$ cat src/rtl/dbg_trace_buf_if.sv
// Decode-event input and trace read-port bundle for dbg_trace_buf.
interface dbg_trace_buf_if;
   logic        ev_valid;
   logic [63:0] ev_pc;
   logic [31:0] ev_inst;
   logic [4:0]  ev_rd;
   logic [4:0]  ev_cause;
   logic [63:0] ev_tval;

   logic        out_valid;
   logic        out_ready;
   logic [63:0] out_pc;
   logic [31:0] out_inst;
   logic [4:0]  out_rd;
   logic [4:0]  out_cause;
   logic [63:0] out_tval;

   // decode side / debug host
   modport master (
      output ev_valid, ev_pc, ev_inst, ev_rd, ev_cause, ev_tval, out_ready,
      input  out_valid, out_pc, out_inst, out_rd, out_cause, out_tval
   );

   // trace buffer
   modport slave (
      input  ev_valid, ev_pc, ev_inst, ev_rd, ev_cause, ev_tval, out_ready,
      output out_valid, out_pc, out_inst, out_rd, out_cause, out_tval
   );
endinterface

$ cat src/rtl/dbg_trace_buf.sv
// Decode-stage trace capture buffer: circular history of decode events,
// trigger on exception cause or PC match, POST_CNT further events, then
// drain oldest-first over a valid/ready port.
module dbg_trace_buf #(
   parameter int DEPTH    = 16,
   parameter int POST_CNT = 4
) (
   input  logic                   clk,
   input  logic                   rst_n,
   input  logic                   arm,
   input  logic                   trig_pc_en,
   input  logic [63:0]            trig_pc,
   dbg_trace_buf_if.slave         bus,
   output logic [1:0]             state,
   output logic [$clog2(DEPTH):0] count,
   output logic                   triggered,
   output logic                   wrapped
);
   localparam int PW = $clog2(DEPTH);
   localparam int CW = PW + 1;

   typedef struct packed {
      logic [63:0] pc;
      logic [31:0] inst;
      logic [4:0]  rd;
      logic [4:0]  cause;
      logic [63:0] tval;
   } entry_t;

   typedef enum logic [1:0] {IDLE = 2'd0, CAPTURE = 2'd1, POST = 2'd2, READOUT = 2'd3} state_t;

   state_t        st, st_nxt;
   logic [PW-1:0] wr_ptr, rd_ptr, post_left;
   entry_t        mem [DEPTH];
   entry_t        wr_ent, rd_ent;
   logic          trig_hit, full;
   logic          wr_en, pop, clr, set_trig, load_post, load_rd;
   logic [CW-1:0] cnt_inc;
   logic [PW-1:0] rd_start;

   assign state    = st;
   assign trig_hit = bus.ev_valid &&
                     ((bus.ev_cause != 5'd0) || (trig_pc_en && (bus.ev_pc == trig_pc)));
   assign full     = (count == CW'(DEPTH));
   assign cnt_inc  = full ? count : count + CW'(1);
   // Oldest entry once the final write has landed; when full the low
   // count bits are zero, so this collapses to the next write slot.
   assign rd_start = wr_ptr + PW'(1) - cnt_inc[PW-1:0];
   assign wr_ent   = '{pc: bus.ev_pc, inst: bus.ev_inst, rd: bus.ev_rd,
                       cause: bus.ev_cause, tval: bus.ev_tval};

   // State register
   always_ff @(posedge clk or negedge rst_n) begin
      if (!rst_n) st <= IDLE;
      else        st <= st_nxt;
   end

   // Next-state and datapath strobes
   always_comb begin
      st_nxt    = st;
      wr_en     = 1'b0;
      pop       = 1'b0;
      clr       = 1'b0;
      set_trig  = 1'b0;
      load_post = 1'b0;
      load_rd   = 1'b0;
      case (st)
         IDLE: begin
            if (arm) begin
               clr    = 1'b1;
               st_nxt = CAPTURE;
            end
         end
         CAPTURE: begin
            // arm beats a coincident event: the event is dropped
            if (arm) begin
               clr = 1'b1;
            end else if (bus.ev_valid) begin
               wr_en = 1'b1;
               if (trig_hit) begin
                  set_trig = 1'b1;
                  if (POST_CNT != 0) begin
                     load_post = 1'b1;
                     st_nxt    = POST;
                  end else begin
                     load_rd = 1'b1;
                     st_nxt  = READOUT;
                  end
               end
            end
         end
         POST: begin
            if (bus.ev_valid) begin
               wr_en = 1'b1;
               if (post_left == PW'(1)) begin
                  load_rd = 1'b1;
                  st_nxt  = READOUT;
               end
            end
         end
         READOUT: begin
            if (count == '0) begin
               st_nxt = IDLE;
            end else if (bus.out_ready) begin
               pop = 1'b1;
               if (count == CW'(1)) st_nxt = IDLE;
            end
         end
         default: st_nxt = IDLE;
      endcase
   end

   // Pointers, occupancy and sticky flags
   always_ff @(posedge clk or negedge rst_n) begin
      if (!rst_n) begin
         wr_ptr    <= '0;
         rd_ptr    <= '0;
         count     <= '0;
         post_left <= '0;
         triggered <= 1'b0;
         wrapped   <= 1'b0;
      end else if (clr) begin
         wr_ptr    <= '0;
         rd_ptr    <= '0;
         count     <= '0;
         post_left <= '0;
         triggered <= 1'b0;
         wrapped   <= 1'b0;
      end else begin
         if (wr_en) begin
            wr_ptr <= wr_ptr + PW'(1);
            count  <= cnt_inc;
            if (full) wrapped <= 1'b1;
         end
         if (set_trig) triggered <= 1'b1;
         if (load_post)
            post_left <= PW'(POST_CNT);
         else if (wr_en && (st == POST))
            post_left <= post_left - PW'(1);
         if (load_rd) rd_ptr <= rd_start;
         if (pop) begin
            rd_ptr <= rd_ptr + PW'(1);
            count  <= count - CW'(1);
         end
      end
   end

   // Trace storage; contents are don't-care until written
   always_ff @(posedge clk) begin
      if (wr_en) mem[wr_ptr] <= wr_ent;
   end

   assign bus.out_valid = (st == READOUT) && (count != '0);
   assign rd_ent        = bus.out_valid ? mem[rd_ptr] : '0;
   assign bus.out_pc    = rd_ent.pc;
   assign bus.out_inst  = rd_ent.inst;
   assign bus.out_rd    = rd_ent.rd;
   assign bus.out_cause = rd_ent.cause;
   assign bus.out_tval  = rd_ent.tval;
endmodule

$ cat src/flat_wrapper.sv
// flat-port wrapper written by rule: the top's interface ports become plain ports
module dbg_trace_buf_flat 
#(
   parameter int DEPTH    = 16,
   parameter int POST_CNT = 4
)
  (clk, rst_n, arm, trig_pc_en, trig_pc, state, count, triggered, wrapped, bus_ev_valid, bus_ev_pc, bus_ev_inst, bus_ev_rd, bus_ev_cause, bus_ev_tval, bus_out_ready, bus_out_valid, bus_out_pc, bus_out_inst, bus_out_rd, bus_out_cause, bus_out_tval);
  dbg_trace_buf_if bus_i ();
  input  logic clk;
  input  logic rst_n;
  input  logic arm;
  input  logic trig_pc_en;
  input  logic [63:0] trig_pc;
  output logic [1:0] state;
  output logic [$clog2(DEPTH):0] count;
  output logic triggered;
  output logic wrapped;
  input wire logic [$bits(bus_i.ev_valid)-1:0] bus_ev_valid;
  input wire logic [$bits(bus_i.ev_pc)-1:0] bus_ev_pc;
  input wire logic [$bits(bus_i.ev_inst)-1:0] bus_ev_inst;
  input wire logic [$bits(bus_i.ev_rd)-1:0] bus_ev_rd;
  input wire logic [$bits(bus_i.ev_cause)-1:0] bus_ev_cause;
  input wire logic [$bits(bus_i.ev_tval)-1:0] bus_ev_tval;
  input wire logic [$bits(bus_i.out_ready)-1:0] bus_out_ready;
  output wire logic [$bits(bus_i.out_valid)-1:0] bus_out_valid;
  output wire logic [$bits(bus_i.out_pc)-1:0] bus_out_pc;
  output wire logic [$bits(bus_i.out_inst)-1:0] bus_out_inst;
  output wire logic [$bits(bus_i.out_rd)-1:0] bus_out_rd;
  output wire logic [$bits(bus_i.out_cause)-1:0] bus_out_cause;
  output wire logic [$bits(bus_i.out_tval)-1:0] bus_out_tval;
  assign bus_i.ev_valid = bus_ev_valid;
  assign bus_i.ev_pc = bus_ev_pc;
  assign bus_i.ev_inst = bus_ev_inst;
  assign bus_i.ev_rd = bus_ev_rd;
  assign bus_i.ev_cause = bus_ev_cause;
  assign bus_i.ev_tval = bus_ev_tval;
  assign bus_i.out_ready = bus_out_ready;
  assign bus_out_valid = bus_i.out_valid;
  assign bus_out_pc = bus_i.out_pc;
  assign bus_out_inst = bus_i.out_inst;
  assign bus_out_rd = bus_i.out_rd;
  assign bus_out_cause = bus_i.out_cause;
  assign bus_out_tval = bus_i.out_tval;
  dbg_trace_buf #(.DEPTH(DEPTH), .POST_CNT(POST_CNT)) u_core (.clk(clk), .rst_n(rst_n), .arm(arm), .trig_pc_en(trig_pc_en), .trig_pc(trig_pc), .bus(bus_i), .state(state), .count(count), .triggered(triggered), .wrapped(wrapped));
endmodule
$ cat config.mk
export PLATFORM = sky130hd
export DESIGN_NAME = dbg_trace_buf_flat
export DESIGN_NICKNAME = d
export VERILOG_FILES = /design/src/rtl/dbg_trace_buf_if.sv /design/src/rtl/dbg_trace_buf.sv /design/src/flat_wrapper.sv
export SDC_FILE = /design/constraint.sdc
export NUM_CORES = 2
export LEC_CHECK = 0
export ABC_CLOCK_PERIOD_IN_PS = 20600
export BUFFER_PORTS_ARGS = -buffer_cell sky130_fd_sc_hd__buf_2
export CAP_MARGIN = 20
export CORE_ASPECT_RATIO = 1.75
export CORE_MARGIN = 1
export CORE_UTILIZATION = 58
export CTS_BUF_LIST = sky130_fd_sc_hd__clkbuf_4
export DETAILED_ROUTE_END_ITERATION = 6
export PLACE_DENSITY = 0.79
export SYNTH_ARGS = -nofsm -noshare
export SYNTH_HDL_FRONTEND = slang
export SYNTH_SLANG_ARGS = --single-unit
export TNS_END_PERCENT = 100
$ cat constraint.sdc
create_clock -name clk -period 20.6 [get_ports clk]
set_clock_uncertainty 0.2 [all_clocks]
set_input_delay 3.09 -clock clk [delete_from_list [all_inputs] [get_ports clk]]
set_output_delay 3.09 -clock clk [all_outputs]
set_load 0.1 [all_outputs]
==> results_dict.tcl <==
set metrics [dict create \
    status "completed" \
    synth_edf_count 2720 \
    synth_top_cells_by_area "edfxtp_1, mux4_2, and2_1, xnor2_1, dfrtp_1" \
    end_kind "output pin" \
    worstHoldPathType "register to register" \
    hold_viol_final 0 \
    hold_slack_ps 375 \
    first_global_vias 53771 \
    worst_slew_pin_slew_ps 1180 \
    place_ws_ps 12000 \
    synthesis.area_mm2 0.105 \
    drt-vias-per-instance 6.35 \
    gp_congestion 0.827 \
    htree_levels 6 \
    ys_warn_count 0 \
    routed_wl_um 246000 \
    overflow 0 \
    die_h_um 566 \
    ir_worst_vdd_v 0.000100 \
    worst_slack_ps 10970 \
    slew_viol_final 0 \
    powerDensity_mw_per_mm2 113 \
    rsz0062_at_grt "false" \
    worstSetupPathType "register to output pin" \
    syn_nets 4511 \
    grtUsageTotal 0.272 \
    postSynthCellCount 4252 \
    synth_ff_type "edfxtp_1" \
    ys_ff_latch 2741 \
    clockBufferDepth 4 \
    clk_pin_slew_worst_paths_ps 70 \
    fill_cells 11322 \
    hpwl_um 126000 \
    async_flop_share 0.00766 \
    drt_pre_antenna_iters 5 \
    fin_crit_ps 9630 \
    drc_errors 0 \
    die-area_mm2 0.183 \
    maxSlewHeadroom 0.211 \
    clk_latency_ps 1260 \
    rows 206 \
    cts_buffers 598 \
    setup-violations-final 0 \
    cts_tree "built" \
    grt_pass1_wl_um 353000 \
    synth_top_cell_by_area "edfxtp_1" \
    initial_core_util 0.584 \
    crit_path_max_fanout 138 \
    cts-root-buf "clkbuf_4" \
    drt_iter0_drc 4648 \
    antenna_found_initial 43 \
    holdBufCountCts 0 \
    syn_to_final_growth_pct 12.0 \
    postRouteAntennaNets 0 \
    synth_top_area_frac 0.776 \
    maxCapViolCount 0 \
    worstPathRequired_ps 17310 \
    synth_cell_types 49 \
    fmax_mhz 104 \
    cts_resized 0 \
    ys_seq_area_frac 0.781 \
    num_vias 50607 \
    finalCritPeriodShare 0.468 \
    arrival_ps 6340 \
    p_leak_nw 37.2 \
    core_area_mm2 0.180 \
    layout_common_cells "edfxtp_1, mux4_2, clkbuf_4" \
    die_w_um 324 \
    power_w 0.0133 \
    critPathLaunchType "register" \
    io_buffers 419 \
    drive_above_1_share 0.408 \
    layout_commonest_cell "edfxtp_1" \
    syn_area_per_cell_um2 24.8 \
    clock_sinks 2741 \
    grt_start_max_net_pins 139 \
    ios 420 \
    post-cts-setup-buffers 0 \
    nets 5387 \
    post_drt_wl_per_cell_um 30.9 \
]
worst paths after layout:
check | endpoint | from | cells past startpoint | slack (ps)
max | bus_out_tval[17] | u_core.rd_ptr[1] | 7 | 10970
min | u_core.post_left[3] | u_core.post_left[3] | 2 | 370
max reg2reg | u_core.mem[10][21] | u_core.state[0] | 8 | 15610
min reg2reg | u_core.post_left[3] | u_core.post_left[3] | 2 | 370
max in group asynchronous | u_core.rd_ptr[2] | rst_n | 1 | 18120
min in group asynchronous | u_core.count[0] | rst_n | 1 | 1610
layout make-up:
| class | count | area, um2 | area share |
|---|---|---|---|
| Antenna cell | 26 | 65.1 | 0.000552 |
| Clock buffer | 815 | 6120 | 0.0519 |
| Multi-Input combinational cell | 1273 | 22200 | 0.188 |
| Sequential cell | 2741 | 82200 | 0.697 |
| Tap cell | 2392 | 2990 | 0.0254 |
| Timing Repair Buffer | 495 | 2900 | 0.0246 |
| Clock inverter | 205 | 1380 | 0.0117 |
| Inverter | 19 | 71.3 | 0.000605 |
cell usage after synthesis, types with 2 or more instances:
library cell	instances
a21oi_1	9
a31oi_1	3
and2_1	170
and3_1	6
and4_1	4
buf_1	13
buf_2	72
clkbuf_1	133
dfrtp_1	21
edfxtp_1	2720
ha_1	18
inv_1	19
mux4_2	850
nand2_1	21
nand2b_1	9
nand3_1	10
nand4_1	16
nand4b_1	3
nor2_1	20
nor2b_1	3
nor3_1	3
nor3b_1	6
nor4_1	9
nor4b_1	6
o2111ai_1	3
o21a_1	2
o21ai_0	7
o22ai_1	5
or3_1	3
xnor2_1	62
xor2_1	8
flip-flops by register name (all words and copies together), names as in the netlist:
signal	count
u_core.mem	2720
u_core.count	5
u_core.post_left	4
u_core.rd_ptr	4
u_core.wr_ptr	4
u_core.state	2
u_core.triggered	1
u_core.wrapped	1
cell families (layout without fill, tap and decap cells):
logic type / count (synthesis) / count (layout) / synth area share
DFF: 2741 / 2741 / 0.781
muxes: 852 / 852 / 0.182
and+or+nand+nor: 293 / 293 / 0.0168
buffers and inverters: 238 / 1534 / 0.00941
xor gates and xnor gates: 70 / 70 / 0.00582
AOI/OAI and AO/OA: 39 / 39 / 0.00273
adders and majority gates: 19 / 19 / 0.00233
other: 0 / 26 / 0
report_power, final:
group          switching (W)  internal [W]
registers          0.0000836       0.00625
logic                0.00180       0.00113
clock network        0.00203       0.00204
total                0.00392       0.00942
routing by layer:
metal / wire length, um / GRT usage
met1: 84900 / 0.337
met2: 128000 / 0.460
met3: 22900 / 0.0617
met4: 9780 / 0.123
met5: 160 / 0
per-stage QoR:
step                setup TNS [ps]  utilization  instance area (um2)  cells
floorplan                 -1126970            -               105000   4252
global placement                 0        0.612               110000   6918
detailed placement               0        0.612               110000   6919
CTS                              0        0.654               118000   7939
global route                     0        0.654               118000   7954
finish                           0        0.654               118000   7966
worst max-delay path, stage by stage (launching register included):
cell     delay (ps)
dfrtp_4        1100
buf_12          560
buf_4           960
buf_4           800
mux4_2          440
mux4_2          490
and2_1          200
buf_2           300
No activity file was read; power rests on OpenSTA's default activity.
